`config.mk`:
```
export PLATFORM = sky130hd
export DESIGN_NAME = alu_seq
export DESIGN_NICKNAME = d
export VERILOG_FILES = /design/src/rtl/alu_seq.sv
export SDC_FILE = /design/constraint.sdc
export NUM_CORES = 1
export LEC_CHECK = 0
export CORE_UTILIZATION = 34
export CTS_CLUSTER_SIZE = 10
export DETAILED_ROUTE_END_ITERATION = 12
export PLACE_DENSITY = 0.62
export SYNTH_ARGS = -nofsm -noshare
export SYNTH_HDL_FRONTEND = slang
export SYNTH_SLANG_ARGS = --single-unit
```
`constraint.sdc`:
```
create_clock -name clk -period 2.7 [get_ports clk]
set_input_delay 0.27 -clock clk [delete_from_list [all_inputs] [get_ports clk]]
set_output_delay 0.27 -clock clk [all_outputs]
set_load 0.03 [all_outputs]
```
`src/rtl/alu_seq.sv`:
```
// Sequential ALU with a valid/ready handshake on both sides.
// Shifts use a 1-bit-per-cycle shifter; every other op completes in one cycle.
module alu_seq #(
  parameter int WIDTH = 32
) (
  input  logic             clk,
  input  logic             rst_n,
  input  logic             in_valid,
  output logic             in_ready,
  input  logic [3:0]       ALUop,
  input  logic [WIDTH-1:0] A,
  input  logic [WIDTH-1:0] B,
  output logic             out_valid,
  input  logic             out_ready,
  output logic [WIDTH-1:0] out,
  output logic             op_err
);

  localparam logic [3:0] ALU_ADD    = 4'd0;
  localparam logic [3:0] ALU_SUB    = 4'd1;
  localparam logic [3:0] ALU_AND    = 4'd2;
  localparam logic [3:0] ALU_OR     = 4'd3;
  localparam logic [3:0] ALU_XOR    = 4'd4;
  localparam logic [3:0] ALU_SLT    = 4'd5;
  localparam logic [3:0] ALU_SLL    = 4'd6;
  localparam logic [3:0] ALU_SLTU   = 4'd7;
  localparam logic [3:0] ALU_SRL    = 4'd8;
  localparam logic [3:0] ALU_SRA    = 4'd9;
  localparam logic [3:0] ALU_COPY_B = 4'd11;

  typedef enum logic [1:0] {
    IDLE  = 2'd0,
    SHIFT = 2'd1,
    DONE  = 2'd2
  } state_e;

  state_e           state_q, state_d;
  logic [WIDTH-1:0] out_q, out_d;
  logic             err_q, err_d;
  logic [WIDTH-1:0] work_q, work_d;
  logic [4:0]       cnt_q, cnt_d;
  logic [3:0]       sop_q, sop_d;

  logic             accept_s;
  logic [WIDTH-1:0] alu_res_s;
  logic             alu_def_s;
  logic             is_shift_s;
  logic [WIDTH-1:0] shifted_s;

  function automatic logic [WIDTH-1:0] shift1(input logic [3:0] kind,
                                              input logic [WIDTH-1:0] v);
    logic [WIDTH-1:0] r;
    case (kind)
      ALU_SLL: r = {v[WIDTH-2:0], 1'b0};
      ALU_SRL: r = {1'b0, v[WIDTH-1:1]};
      ALU_SRA: r = {v[WIDTH-1], v[WIDTH-1:1]};
      default: r = v;
    endcase
    return r;
  endfunction

  assign in_ready  = (state_q == IDLE) || ((state_q == DONE) && out_ready);
  assign accept_s  = in_valid && in_ready;
  assign out_valid = (state_q == DONE);
  assign out       = out_q;
  assign op_err    = err_q;
  assign shifted_s = shift1(sop_q, work_q);

  // Single-cycle datapath and opcode classification
  always_comb begin
    alu_res_s  = '0;
    alu_def_s  = 1'b1;
    is_shift_s = 1'b0;
    case (ALUop)
      ALU_ADD:    alu_res_s = A + B;
      ALU_SUB:    alu_res_s = A - B;
      ALU_AND:    alu_res_s = A & B;
      ALU_OR:     alu_res_s = A | B;
      ALU_XOR:    alu_res_s = A ^ B;
      ALU_SLT:    alu_res_s = {{(WIDTH-1){1'b0}}, ($signed(A) < $signed(B))};
      ALU_SLTU:   alu_res_s = {{(WIDTH-1){1'b0}}, (A < B)};
      ALU_COPY_B: alu_res_s = B;
      ALU_SLL, ALU_SRL, ALU_SRA: is_shift_s = 1'b1;
      default:    alu_def_s = 1'b0;
    endcase
  end

  // Next-state and result-register logic
  always_comb begin
    state_d = state_q;
    out_d   = out_q;
    err_d   = err_q;
    work_d  = work_q;
    cnt_d   = cnt_q;
    sop_d   = sop_q;
    case (state_q)
      IDLE, DONE: begin
        if (accept_s) begin
          // Accepting out of DONE retires the held result on this same edge
          if (is_shift_s) begin
            work_d = A;
            cnt_d  = B[4:0];
            sop_d  = ALUop;
            if (B[4:0] == 5'd0) begin
              out_d   = A;
              err_d   = 1'b0;
              state_d = DONE;
            end else begin
              state_d = SHIFT;
            end
          end else if (alu_def_s) begin
            out_d   = alu_res_s;
            err_d   = 1'b0;
            state_d = DONE;
          end else begin
            out_d   = '0;
            err_d   = 1'b1;
            state_d = DONE;
          end
        end else if ((state_q == DONE) && out_ready) begin
          state_d = IDLE;
        end else begin
          state_d = state_q;
        end
      end
      SHIFT: begin
        work_d = shifted_s;
        cnt_d  = cnt_q - 5'd1;
        if (cnt_q == 5'd1) begin
          out_d   = shifted_s;
          err_d   = 1'b0;
          state_d = DONE;
        end else begin
          state_d = SHIFT;
        end
      end
      default: state_d = IDLE;
    endcase
  end

  // State and datapath registers
  always_ff @(posedge clk or negedge rst_n) begin
    if (!rst_n) begin
      state_q <= IDLE;
      out_q   <= '0;
      err_q   <= 1'b0;
      work_q  <= '0;
      cnt_q   <= 5'd0;
      sop_q   <= 4'd0;
    end else begin
      state_q <= state_d;
      out_q   <= out_d;
      err_q   <= err_d;
      work_q  <= work_d;
      cnt_q   <= cnt_d;
      sop_q   <= sop_d;
    end
  end

endmodule

```
* Word-level counts from Yosys, hierarchy flattened
Cells that the tools add are included.
Storage, ports and cells: register bits after elaboration 76, input bits 72, output and inout bits 35, logic and storage cells 76
Operators by class: $add $sub $neg 3, magnitude comparators 2, equality and inequality tests 21, muxes and demuxes 28, bitwise operators 3, reductions and logical operators 13
Operator list (count):
- 32-bit case mux with 8 select lines | 1
- 32-bit two-way mux | 7
- 32-bit case mux with 2 select lines | 2
- 32-bit case mux with 3 select lines | 1
- 32-bit < comparator | 2
- 32-bit adder | 1
- 32-bit bitwise AND | 1
- 32-bit bitwise OR | 1
- 32-bit subtractor | 1
- 32-bit XOR | 1
- 4-bit by 3-bit == test with 1-bit output, second input constant | 5
- 4-bit == test, second input constant | 5
- 11-bit OR reduction | 1
- 2-bit two-way mux | 5
- 5-bit two-way mux | 2
- 5-bit case mux with 2 select lines | 1
- 4-bit by 2-bit == test with 1-bit output, second input constant | 2
- 1-bit two-way mux | 7
- 2-bit != test, second input constant | 3
- 3-bit != test, second input constant | 2
- 3-bit AND reduction | 2
- 5-bit by 1-bit == test with 1-bit output, second input constant | 1
- 5-bit logical NOT | 1
- 5-bit by 1-bit subtractor with 5-bit output, second input constant | 1
- 13 further kinds | 14

* Depth between registers and ports, before layout
depth after elaboration 7, depth in mapped cells 12, gate-level depth less buffers 12

* Worst setup path after synthesis
OpenSTA, ideal clock, no wires.
kind input port to flip-flop, start input A[6], end register out_q[19], in the netlist out[19], setup time 0.142 ns, arrival time 2.661 ns, data required time 2.558 ns, slack -0.104 ns, stages 12, buffers on the path 1, cells stage by stage inv_1 ha_1 buf_2 nor3_1 nand2_1 o211ai_1 o2111a_1 o21ai_1 a31oi_1 mux2_2 a221oi_1 o221ai_1
Between the ends: word-level cells in the longest chain between the ends 6, elaborated cells on any way between the ends 7, those cells by class 2 x add/sub; 5 x mux
RTL lines:
- start: declaration | RTL line 11 | input logic [WIDTH-1:0] A,
- 32-bit subtractor / 32-bit adder (equally long branches) | RTL line 76, 75
- 32-bit case mux with 8 select lines * | RTL line 74 | case (ALUop)
- 32-bit two-way mux * | RTL line 111 | end else if (alu_def_s) begin
- 32-bit two-way mux * | RTL line 100 | if (is_shift_s) begin
- 32-bit two-way mux * | RTL line 98 | if (accept_s) begin
- 32-bit case mux with 2 select lines * | RTL line 96 | case (state_q)
- end signal: assignment | RTL line 152 | out_q <= out_d;
- end: declaration | RTL line 38 | logic [WIDTH-1:0] out_q, out_d;
Mark *: on every way between the ends. The rest lies on a longest branch, timed or not. The select of a mux whose other input is x is not followed. A chain may end at the register's enable or synchronous reset.

* Worst setup path in the final report
start input A[10], end register out_q[19], in the netlist out[19]
Same word-level chain as after synthesis.

==> key figures <==
Final layout
  • # diodes: 0
  • Synthesis-to-layout area growth: 57.6%
  • Fill cells: 2522
  • Post-route insts no fill: 2074
  • Multi-input logic area: 7810 um2
  • Final Instance Area: 14900 um2
  • Nets: 1887
  • Register Area: 1900 um2
  • Share of cells above drive strength 1: 0.359

Timing
  • Slew margin rel.: 0.321
  • F_max: 381 MHz
  • Setup TNS: 0 ns
  • Slew Viols, Final: 0
  • Final Hold Violating Endpoints: 0
  • Final Setup Violations: 0
  • Worst-Margin Slew: 1.01 ns
  • Final period utilization: 0.972
  • Minimum hold slack: 0.400 ns
  • RSZ-0062 raised after global routing: true
  • Final Skew: 0.0134 ns
  • Minimum clock period: 2.63 ns

GRT
  • First-pass GRT wire length: 65700 um
  • Total track usage: 0.296
  • Number of global-route vias before repair: 11.9k
  • Grt met2 use: 0.492
  • Pin count of the biggest net entering global routing: 57
  • Initial antenna violation count: 0
  • GRT busiest layer: met2
  • Met1 usage: 0.403
  • GR Overflow Total: 0
  • GRT met3 Usage: 0.0325

Worst setup path
  • Crit Path Class: in -> reg
  • Crit path top cell by count: inv_2
  • Slowest CP cell: clkdlybuf4s50_1
  • Worst setup EP type: flop
  • Cell Chain, Critical Path: clkdlybuf4s50_1 -> inv_2 -> ha_4 -> inv_2 -> a21oi_4 -> nand3_2 -> o2111a_2 -> o21ai_2 -> a31oi_1 -> mux2_2 -> a221oi_2 -> o221ai_1
  • Worst EP required: 2.92 ns
  • Crit Path Max Fanout: 6
  • Crit start category: input port
  • R2R setup slack: 0.40 ns
  • Worst Setup SP: A[10]
  • Critical path arrival: 2.84 ns
  • CP max stage delay: 0.49 ns
  • Start of the worst register-to-register path: cnt_q[1]

Clocking
  • Insertion delay to the later sink of the worst-skew pair: 0.36 ns
  • Clock slew at reported path FFs: 0.07 ns
  • CTS tree: done
  • CTS root buf: clkbuf_16
  • Total CTS buffers: 9
  • H-tree depth: 3
  • Deepest clock path buffer count: 2
  • Clock sink count: 76

Floorplan
  • Die area: 28400 um2
  • Starting density of the core: 0.348
  • Die Height: 169 um
  • IO Pins: 107
  • Rows: 60
  • Die Wd: 169 um
  • Core area: 27100 um2

Synth
  • Post-synth EDFFs: 0
  • Syn nets: 1478
  • Fraction of registers with async set/reset: 1.00
  • Synth Warn #: 0
  • Seq/Total Area, Yosys: 0.202
  • Synth Cell Area: 9440 um2
  • Mapped Cells: 1289
  • Main area contributors after synthesis: dfrtp_1 (20%), ha_1 (15%), a21oi_1 (9.8%)
  • Area share of the largest cell type after synthesis: 0.202
  • Synth Register Bits: 76
  • Post-synth top area cell: dfrtp_1
  • Main flop type after synthesis: dfrtp_1
  • Netlist cell types: 85
  • Avg Cell Area, Syn: 7.32 um2

Place
  • IO buf count: 106
  • Placed cell area: 13500 um2
  • DPL Wire Length: 31900 um
  • GP Congestion: 0.982
  • Placed cells: 2037

Status
  • Status: completed

Power
  • Leakage: 0.00661 uW
  • Peak VDD IR: 0.304 mV
  • Total power: 7880 uW
  • Power per cell area: 530 nW/um2

Detailed routing
  • 1st-pass router iterations: 6
  • Via count: 11.8k
  • Final wirelength: 42400 um
  • DR WL/cell: 20.4 um
  • Antenna viol nets, final: 0
  • Post-route DRC violation count: 0
  • Initial DRC count: 1073
  • Vias per inst: 5.68

Run
  • MaxCap Viol Count: 0

Min path
  • Tightest Hold Check Type: in -> reg
  • Hold Crit Start: A[25]
==> timing repair <==
action / in CTS / in global routing
hold endpoints to repair: 37 / 0
buffers inserted: 13 / 8
pin swaps: 63 / 52
endpoints found under the setup margin: 23 / 20
resized for setup: 217 / 92
hold buffers: 1 / 0
==> worst max-delay path: cells and delay by family <==
family          cells  cell delay (ns)
compound gates      6             1.17
buf+inv             3             0.62
fa+ha+maj           1             0.33
mux                 1             0.29
simple gates        1             0.14
==> registers in the layout, indices dropped and copies added, names as in the netlist <==
name,flops
work_q,32
sop_q,4
state_q,2
out,32
op_err,1
cnt_q,5
==> worst paths after layout <==
check,to,cells past startpoint
setup reg to reg,out[27],9
hold / removal,out[25],4
hold reg to reg,out[15],2
min in group asynchronous,out[6],2
setup / recovery,out[19],12
max in group asynchronous,out[27],3
==> layer usage <==
metal,part of all wire,up-vias
li1,-,5528
met1,0.45,5732
met2,0.47,448
met3,0.058,64
met4,0.022,0
met5,0,-
==> where the power goes <==
| group | total (uW) | switching [uW] | leakage (uW) | internal, uW |
|---|---|---|---|---|
| combinational | 4370 | 2450 | 0.00550 | 1920 |
| sequential | 2140 | 517 | 0.000955 | 1620 |
| clock | 1370 | 580 | 0.000147 | 790 |
==> kinds of logic after synthesis <==
logic type	Yosys count	synth area share
multiplexers	5	0.00544
flip-flops	76	0.202
XOR/XNOR	22	0.0204
AO/OA/AOI/OAI	546	0.377
AND/OR/NAND/NOR	334	0.162
buffers and inverters	189	0.0773
adder cells (fa/ha/maj)	117	0.157
==> per-stage QoR <==
step                      utilization  setup slack (ns)
final                           0.549            0.0747
after global routing            0.549           -0.0302
after CTS                       0.537          -0.00837
after detailed placement        0.499            -0.928
after global placement          0.499            -0.883
after floorplan                     -          -0.00495
==> cell usage in the layout, fill, tap and decap left out, drive strengths merged, types with 32 or more instances in the layout <==
master / count
a22oi: 52
buf: 380
o21ai: 93
a21oi: 186
ha: 115
nor2: 120
dlygate4sd2: 32
nand2: 101
inv: 99
dfrtp: 76
clkdlybuf4s50: 52
o21bai: 43
==> synthesized netlist by cell type (all sizes together) (3+ instances only) <==
library cell  count
o31ai            17
a221oi           19
inv              99
o41ai             3
and2              3
or4               3
dfrtp            76
mux2i             4
o21ai            93
nand2           101
o22ai             4
a21o             19
ha              115
and3              5
o21bai           43
nor2b            11
a211oi           16
a31oi            16
nand3            16
a21oi           186
a222oi            7
o211ai           17
a22oi            52
a221o             6
nor2            120
a21boi            3
o221ai           11
buf              15
nor3             25
or3               9
clkbuf           73
o2111ai           5
xnor2            20
o21a              3
nand2b           10
nand4            17
nor3b             3
==> cell type report <==
| class | instances | share of cell area |
|---|---|---|
| tap | 372 | 0.0313 |
| sequential | 76 | 0.128 |
| timing repair buffer | 486 | 0.269 |
| inverter | 101 | 0.0257 |
| clock buffer | 12 | 0.0179 |
| multi-input combinational | 1024 | 0.525 |
| clock inverter | 3 | 0.00303 |
No activity file was read; power rests on OpenSTA's default activity.
